$ cat config.mk
export PLATFORM = sky130hd
export DESIGN_NAME = alu_mc_unit
export DESIGN_NICKNAME = d
export VERILOG_FILES = /design/src/rtl/alu_mc_pkg.sv /design/src/rtl/alu_mc_divider.sv /design/src/rtl/alu_mc_unit.sv
export SDC_FILE = /design/constraint.sdc
export NUM_CORES = 1
export LEC_CHECK = 0
export ABC_CLOCK_PERIOD_IN_PS = 6300
export BUFFER_PORTS_ARGS = -buffer_cell sky130_fd_sc_hd__buf_2
export CAP_MARGIN = 20
export CELL_PAD_IN_SITES_DETAIL_PLACEMENT = 1
export CELL_PAD_IN_SITES_GLOBAL_PLACEMENT = 1
export CORE_ASPECT_RATIO = 1.5
export CORE_MARGIN = 2
export CORE_UTILIZATION = 44
export DETAILED_ROUTE_END_ITERATION = 12
export MAX_ROUTING_LAYER = met4
export PLACE_DENSITY = 0.87
export SYNTH_ARGS = -nofsm -noshare
export SYNTH_HDL_FRONTEND = slang
export SYNTH_SLANG_ARGS = --single-unit
export TNS_END_PERCENT = 20
$ cat constraint.sdc
create_clock -name clk_i -period 6.3 [get_ports clk_i]
set_input_delay 0.945 -clock clk_i [delete_from_list [all_inputs] [get_ports clk_i]]
set_output_delay 0.945 -clock clk_i [all_outputs]
set_load 0.005 [all_outputs]
$ cat src/rtl/alu_mc_pkg.sv
// Shared definitions for the multi-cycle ALU.
// Holds the opcode encoding, the control FSM state encoding and a small
// opcode classification helper used by the top level.
package alu_mc_pkg;

    typedef enum logic [3:0] {
        OP_ADD    = 4'h0,
        OP_SUB    = 4'h1,
        OP_MUL    = 4'h2,
        OP_DIV    = 4'h3,
        OP_AND    = 4'h4,
        OP_OR     = 4'h5,
        OP_XOR    = 4'h6,
        OP_NOT    = 4'h7,
        OP_LNOT   = 4'h8,
        OP_SHL    = 4'h9,
        OP_SHR    = 4'hA,
        OP_PASS_A = 4'hB,
        OP_PASS_B = 4'hC,
        OP_REM    = 4'hD,
        OP_ILL_E  = 4'hE,
        OP_ILL_F  = 4'hF
    } op_e;

    typedef enum logic [1:0] {
        IDLE    = 2'd0,
        DIV_RUN = 2'd1,
        DIV_FIX = 2'd2
    } state_e;

    // True for the two opcodes that use the iterative divider.
    function automatic logic is_div_op(input logic [3:0] op);
        return (op == OP_DIV) || (op == OP_REM);
    endfunction

endpackage

$ cat src/rtl/alu_mc_divider.sv
// Iterative restoring divider on unsigned magnitudes.
// One quotient bit per cycle, WIDTH cycles per divide.
// Ports:
//   clk_i, rst_i        clock, synchronous active-high reset
//   start_i             load operands and begin a divide
//   dividend_i          dividend magnitude
//   divisor_i           divisor magnitude (must be non-zero)
//   busy_o              a divide is in progress
//   done_o              the final step happens on the coming edge
//   quotient_o          quotient (valid the cycle after done_o)
//   remainder_o         remainder (valid the cycle after done_o)
module alu_mc_divider #(
    parameter int WIDTH = 16,
    parameter int CNT_W = $clog2(WIDTH)
) (
    input  logic             clk_i,
    input  logic             rst_i,
    input  logic             start_i,
    input  logic [WIDTH-1:0] dividend_i,
    input  logic [WIDTH-1:0] divisor_i,
    output logic             busy_o,
    output logic             done_o,
    output logic [WIDTH-1:0] quotient_o,
    output logic [WIDTH-1:0] remainder_o
);

    logic [WIDTH-1:0] quo_r;
    logic [WIDTH-1:0] rem_r;
    logic [WIDTH-1:0] dvs_r;
    logic [CNT_W-1:0] cnt_r;
    logic             busy_r;
    logic [WIDTH:0]   rem_sh_s;
    logic [WIDTH:0]   diff_s;
    logic [WIDTH-1:0] rem_nx_s;
    logic [WIDTH-1:0] quo_nx_s;

    // One restoring step: shift the next dividend bit in, try to subtract.
    always_comb begin
        rem_sh_s = {rem_r, quo_r[WIDTH-1]};
        diff_s   = rem_sh_s - {1'b0, dvs_r};
        if (diff_s[WIDTH]) begin
            rem_nx_s = rem_sh_s[WIDTH-1:0];
            quo_nx_s = {quo_r[WIDTH-2:0], 1'b0};
        end else begin
            rem_nx_s = diff_s[WIDTH-1:0];
            quo_nx_s = {quo_r[WIDTH-2:0], 1'b1};
        end
    end

    // Operand load, iteration and step counter.
    always_ff @(posedge clk_i) begin
        if (rst_i) begin
            quo_r  <= {WIDTH{1'b0}};
            rem_r  <= {WIDTH{1'b0}};
            dvs_r  <= {WIDTH{1'b0}};
            cnt_r  <= {CNT_W{1'b0}};
            busy_r <= 1'b0;
        end else if (start_i) begin
            quo_r  <= dividend_i;
            rem_r  <= {WIDTH{1'b0}};
            dvs_r  <= divisor_i;
            cnt_r  <= CNT_W'(WIDTH - 1);
            busy_r <= 1'b1;
        end else if (busy_r) begin
            quo_r <= quo_nx_s;
            rem_r <= rem_nx_s;
            if (cnt_r == {CNT_W{1'b0}}) begin
                busy_r <= 1'b0;
            end else begin
                cnt_r <= cnt_r - {{(CNT_W-1){1'b0}}, 1'b1};
            end
        end
    end

    assign busy_o      = busy_r;
    assign done_o      = busy_r && (cnt_r == {CNT_W{1'b0}});
    assign quotient_o  = quo_r;
    assign remainder_o = rem_r;

endmodule

$ cat src/rtl/alu_mc_unit.sv
// Multi-cycle ALU with valid/ready handshakes on both sides.
// Single-cycle ops register their result at the accept edge; DIV/REM with a
// non-zero divisor run the iterative divider and apply signs afterwards.
// Ports:
//   clk_i, rst_i                clock, synchronous active-high reset
//   in_valid_i / in_ready_o     operand handshake
//   op_i, signed_i              opcode, two's-complement mode
//   reg_a_i, reg_b_i            operands
//   out_valid_o / out_ready_i   result handshake
//   result_o, zero_o            result and result==0 flag
//   arith_error_o               div by zero, signed DIV overflow, illegal op
module alu_mc_unit
    import alu_mc_pkg::*;
#(
    parameter int WIDTH   = 16,
    parameter int SHAMT_W = $clog2(WIDTH)
) (
    input  logic             clk_i,
    input  logic             rst_i,
    input  logic             in_valid_i,
    output logic             in_ready_o,
    input  logic [3:0]       op_i,
    input  logic             signed_i,
    input  logic [WIDTH-1:0] reg_a_i,
    input  logic [WIDTH-1:0] reg_b_i,
    output logic             out_valid_o,
    input  logic             out_ready_i,
    output logic [WIDTH-1:0] result_o,
    output logic             zero_o,
    output logic             arith_error_o
);

    localparam logic [WIDTH-1:0] ZERO_C = {WIDTH{1'b0}};
    localparam logic [WIDTH-1:0] ONES_C = {WIDTH{1'b1}};
    localparam logic [WIDTH-1:0] ONE_C  = {{(WIDTH-1){1'b0}}, 1'b1};
    localparam logic [WIDTH-1:0] MIN_C  = {1'b1, {(WIDTH-1){1'b0}}};

    state_e             state_r;
    state_e             state_nx_s;
    op_e                op_s;
    logic               in_ready_s;
    logic               accept_s;
    logic               b_zero_s;
    logic               div_ovf_s;
    logic               div_start_s;
    logic [SHAMT_W-1:0] shamt_s;
    logic [WIDTH-1:0]   alu_res_s;
    logic               alu_err_s;
    logic [WIDTH-1:0]   mag_a_s;
    logic [WIDTH-1:0]   mag_b_s;
    logic               div_busy_s;
    logic               div_done_s;
    logic [WIDTH-1:0]   div_quo_s;
    logic [WIDTH-1:0]   div_rem_s;
    logic [WIDTH-1:0]   fix_res_s;
    logic               is_rem_r;
    logic               neg_q_r;
    logic               neg_r_r;
    logic               ovf_r;
    logic [WIDTH-1:0]   result_r;
    logic               zero_r;
    logic               err_r;
    logic               out_valid_r;

    assign op_s        = op_e'(op_i);
    assign in_ready_s  = (state_r == IDLE) && (!out_valid_r || out_ready_i);
    assign accept_s    = in_valid_i && in_ready_s;
    assign b_zero_s    = (reg_b_i == ZERO_C);
    // MIN / -1 overflows the quotient; the divider still runs and naturally
    // yields MIN and 0, only the error flag needs raising.
    assign div_ovf_s   = signed_i && (reg_a_i == MIN_C) && (reg_b_i == ONES_C);
    assign div_start_s = accept_s && is_div_op(op_i) && !b_zero_s;
    assign shamt_s     = reg_b_i[SHAMT_W-1:0];
    assign mag_a_s     = (signed_i && reg_a_i[WIDTH-1]) ? (~reg_a_i + ONE_C) : reg_a_i;
    assign mag_b_s     = (signed_i && reg_b_i[WIDTH-1]) ? (~reg_b_i + ONE_C) : reg_b_i;

    // Single-cycle datapath, including the divide-by-zero shortcut.
    always_comb begin
        alu_res_s = ZERO_C;
        alu_err_s = 1'b0;
        case (op_s)
            OP_ADD:    alu_res_s = reg_a_i + reg_b_i;
            OP_SUB:    alu_res_s = reg_a_i - reg_b_i;
            OP_MUL:    alu_res_s = reg_a_i * reg_b_i;
            OP_DIV: begin
                alu_res_s = b_zero_s ? ONES_C : ZERO_C;
                alu_err_s = b_zero_s;
            end
            OP_AND:    alu_res_s = reg_a_i & reg_b_i;
            OP_OR:     alu_res_s = reg_a_i | reg_b_i;
            OP_XOR:    alu_res_s = reg_a_i ^ reg_b_i;
            OP_NOT:    alu_res_s = ~reg_a_i;
            OP_LNOT:   alu_res_s = {{(WIDTH-1){1'b0}}, (reg_a_i == ZERO_C)};
            OP_SHL:    alu_res_s = reg_a_i << shamt_s;
            OP_SHR:    alu_res_s = signed_i ? $unsigned($signed(reg_a_i) >>> shamt_s)
                                            : (reg_a_i >> shamt_s);
            OP_PASS_A: alu_res_s = reg_a_i;
            OP_PASS_B: alu_res_s = reg_b_i;
            OP_REM: begin
                alu_res_s = b_zero_s ? reg_a_i : ZERO_C;
                alu_err_s = b_zero_s;
            end
            default: begin
                alu_res_s = ZERO_C;
                alu_err_s = 1'b1;
            end
        endcase
    end

    alu_mc_divider #(
        .WIDTH (WIDTH)
    ) u_div (
        .clk_i       (clk_i),
        .rst_i       (rst_i),
        .start_i     (div_start_s),
        .dividend_i  (mag_a_s),
        .divisor_i   (mag_b_s),
        .busy_o      (div_busy_s),
        .done_o      (div_done_s),
        .quotient_o  (div_quo_s),
        .remainder_o (div_rem_s)
    );

    // Sign fix-up: quotient negative iff signs differ, remainder follows A.
    always_comb begin
        if (is_rem_r) begin
            fix_res_s = neg_r_r ? (~div_rem_s + ONE_C) : div_rem_s;
        end else begin
            fix_res_s = neg_q_r ? (~div_quo_s + ONE_C) : div_quo_s;
        end
    end

    // FSM state register.
    always_ff @(posedge clk_i) begin
        if (rst_i) begin
            state_r <= IDLE;
        end else begin
            state_r <= state_nx_s;
        end
    end

    // FSM next-state logic; a divider that stops early drops back to IDLE.
    always_comb begin
        state_nx_s = state_r;
        case (state_r)
            IDLE:    state_nx_s = div_start_s ? DIV_RUN : IDLE;
            DIV_RUN: begin
                if (div_done_s) begin
                    state_nx_s = DIV_FIX;
                end else if (!div_busy_s) begin
                    state_nx_s = IDLE;
                end else begin
                    state_nx_s = DIV_RUN;
                end
            end
            DIV_FIX: state_nx_s = IDLE;
            default: state_nx_s = IDLE;
        endcase
    end

    // Result register, flags, divide context and output valid.
    always_ff @(posedge clk_i) begin
        if (rst_i) begin
            result_r    <= ZERO_C;
            zero_r      <= 1'b0;
            err_r       <= 1'b0;
            out_valid_r <= 1'b0;
            is_rem_r    <= 1'b0;
            neg_q_r     <= 1'b0;
            neg_r_r     <= 1'b0;
            ovf_r       <= 1'b0;
        end else if (div_start_s) begin
            out_valid_r <= 1'b0;
            is_rem_r    <= (op_s == OP_REM);
            neg_q_r     <= signed_i && (reg_a_i[WIDTH-1] ^ reg_b_i[WIDTH-1]);
            neg_r_r     <= signed_i && reg_a_i[WIDTH-1];
            ovf_r       <= div_ovf_s;
        end else if (accept_s) begin
            result_r    <= alu_res_s;
            zero_r      <= (alu_res_s == ZERO_C);
            err_r       <= alu_err_s;
            out_valid_r <= 1'b1;
        end else if (state_r == DIV_FIX) begin
            result_r    <= fix_res_s;
            zero_r      <= (fix_res_s == ZERO_C);
            err_r       <= ovf_r;
            out_valid_r <= 1'b1;
        end else if (out_ready_i) begin
            out_valid_r <= 1'b0;
        end
    end

    assign in_ready_o    = in_ready_s;
    assign out_valid_o   = out_valid_r;
    assign result_o      = result_r;
    assign zero_o        = zero_r;
    assign arith_error_o = err_r;

endmodule

==> results.md <==
- Status: finished with violations
- Failing checks: setup timing
- Final Util: 51.7%
- Area Overhead vs Synth: 15.6%
- EDFF count, synth: 0
- Clock Latency Late Sink: 360 ps
- Crit path top cell by count: fa_1
- Seq/Total Area, Yosys: 11.3%
- Unrepaired setup endpoints after global routing: yes
- Die Wd: 149 µm
- I/O pin count: 61
- WP data arrival: 6620 ps
- Yosys cell types: 91
- Skew final: 16.3 ps
- CP max stage cell: or4_1
- TritonCTS clock tree: yes
- Ys async rst share: 0%
- CP peak stage delay: 570 ps
- Rel. slew slack: 28.9%
- FF+latch count, synth: 78
- Avg Cell Area, Syn: 7.61 µm²
- Fillers: 3899
- Yosys Warn Count: 0
- H-tree depth: 3
- Post-Layout Cell Count: 2350
- Gr ovfl total: 0
- Maximum VDD drop: 337 µV
- DR iter-0 viols: 1272
- Routed len/inst: 28.3 µm
- Final setup vio count: 1
- Largest net degree at the start of global routing: 64
- Drt pass-1 iters: 5
- Worst EP required: 6580 ps
- Vias in the first global route: 16.0k
- Lkg Pwr: 6.86 nW
- Final WL: 66.6 mm
- CP Max Fanout: 5
- Main flop type after synthesis: dfxtp_1
- Final #Nets: 2178
- Initial Utilization: 44.7%
- # rows: 79
- Slew Limit Fails: 0
- Crit. End Element: flip-flop
- Max Buffers Root-to-Sink: 2
- Syn_nets: 2066
- Sequential Area: 1560 µm²
- Share of cells above drive strength 1: 17.7%
- First-pass GRT wire length: 98.0 mm
- CTS root buf: clkbuf_16
- Placed insts: 2327
- Placed Area: 15400 µm²
- Synth Cell Area: 13900 µm²
- Total Power: 4.81 mW
- Post-synthesis instance total: 1824
- Antenna violations before repair: 5
- Vias post-DR: 15.2k
- Least-Margin Pin Slew: 1070 ps
- Hold Buf Count CTS: 0
- Fin crit share: 101%
- PD cells: 300 nW/µm²
- Port bufs: 60
- Via density: 6.45
- Full die area: 33000 µm²
- Die H: 222 µm
- Gpl congestion: 1.07
- DRC: 0
- Tot GR Track Use: 40.7%
- Antenna Violating Nets Remaining: 0
- Final WS setup: -42.1 ps
- Clock slew at reported path FFs: 60 ps
- Maximum clock rate: 158 MHz
- Dpl hpwl: 52.2 mm
- Final min period: 6340 ps
- Placeable Area: 31000 µm²
- CTS Sinks: 78
- Final hold viol count: 0
- Critical path class: input pin to flip-flop
- Multi-input logic area: 11300 µm²
- Max-cap violations: 0
- CP cell instances: buf_2, buf_4, inv_1, nor2_1, fa_1, fa_1, ha_1, fa_1, inv_1, fa_1, fa_1, inv_1, ha_1, or4_1, o21ai_1, o21bai_4, o2111ai_2, mux2i_1, o211ai_1, nor2_1, or3_1, a21oi_2
- Final Instance Area: 16000 µm²
- Hold Path Class: flip-flop to flip-flop
- Num CTS Buffers: 9
- CP Launch Type: input pin
## repair_timing
action | CTS | global route
pin swaps | 1 | 24
cloned | 0 | 0
setup buffers | 0 | 2
resized for setup | 4 | 44
setup endpoints to repair | 2 | 7
## layout make-up
class / count / share of cell area [%]
diodes: 4 / 0.0624
clock inverters: 5 / 0.663
inverters: 190 / 4.55
well taps: 405 / 3.16
repair buffers: 223 / 9.88
flip-flops and latches: 78 / 9.74
clock buffers: 11 / 1.51
multi-input cells: 1434 / 70.4
## routing by layer
layer	track usage, %	part of all wire [%]
met2	65.9	48
met3	7.65	7.0
met1	40.6	33
met5	-	0
met4	38.2	12
## synthesized netlist by cell type (35+ instances only)
library cell  count  area, µm²
a211oi_1         48        360
a21oi_1          89        445
clkbuf_1         84        315
dfxtp_1          78       1560
fa_1             82       1640
ha_1            119       1490
inv_1           180        676
mux2i_1          60        601
nand2_1         203        762
nand3_1          35        175
nor2_1          199        747
nor3_1           44        220
o21ai_0          70        350
xnor2_1          93        815
## registers in the layout, summed over array words and instances (netlist names)
register           count
u_div.quotient_o      16
result_o              16
u_div.busy_o           1
is_rem_r               1
neg_q_r                1
state_r                2
zero_o                 1
u_div.dvs_r           16
out_valid_o            1
arith_error_o          1
neg_r_r                1
ovf_r                  1
u_div.remainder_o     16
u_div.cnt_r            4
## logic make-up (layout without fill, tap and decap cells)
| group | Yosys count | in the layout | share of synthesized area (%) |
|---|---|---|---|
| compound gates | 384 | 384 | 18.8 |
| xor+xnor | 123 | 123 | 7.82 |
| fa+ha+maj | 201 | 201 | 22.6 |
| buf+inv | 312 | 429 | 8.78 |
| flops | 78 | 78 | 11.3 |
| mux | 96 | 96 | 9.36 |
| other cells | 0 | 4 | 0 |
| simple gates | 630 | 630 | 21.4 |
## where the power goes
group	switching [mW]	total, mW	internal (mW)
registers	0.0234	0.540	0.516
logic	2.09	3.65	1.55
clock network	0.223	0.622	0.399
## cells in the final DEF, fill, tap and decap left out, types with 7 or more instances in the layout
master     count
o21a_1        12
a21oi_2        7
a21oi_1       85
a2111oi_0      7
ha_1         112
a22oi_1        8
nor4_1        13
buf_2         57
or3_1         16
dfxtp_1       77
clkbuf_16      9
xor2_1        28
nor3_1        44
fa_1          81
or4_1          8
o31ai_1       13
nand2b_1      17
nand4_1       12
mux2i_1       59
o21ai_0       69
a211oi_1      46
inv_1        176
mux2_2         9
a31oi_1       10
nor2_1       193
and3_1         7
nand3_1       35
and2_1        10
nor2b_1       24
xnor2_1       92
a211o_1        9
buf_4        157
nand2_1      203
o211ai_1      17
nand3b_1       7
mux4_2        26
## metrics by stage
step                      worst slack [ps]  hold slack, ps  setup TNS, ps
after CTS                             24.7             456              0
final                                -42.1             456          -42.1
after global routing                  -107             483           -359
after floorplan                       5.66             432              0
after detailed placement              -449             453          -1910
after global placement                -361             438          -1170
## path summary, 6_finish.rpt
kind | cells after the start | slack, ps | endpoint | start
worst min register to register | 2 | 460 | result_o[6]$_SDFFE_PP0P_ | result_o[6]$_SDFFE_PP0P_
worst max-delay path | 22 | -40 | result_o[14]$_SDFFE_PP0P_ | reg_a_i[4]
worst max register to register | 12 | 2370 | u_div.remainder_o[0]$_SDFFE_PP0P_ | u_div.quotient_o[15]$_SDFFE_PP0P_
worst min-delay path | 2 | 460 | result_o[6]$_SDFFE_PP0P_ | result_o[6]$_SDFFE_PP0P_
## critical path: cells and delay by family
| kind | cells | cell delay [ps] |
|---|---|---|
| compound gates | 5 | 920 |
| simple gates | 4 | 1160 |
| fa+ha+maj | 7 | 2920 |
| buf+inv | 5 | 510 |
| mux | 1 | 160 |
Power figures use the tool's default switching activity.
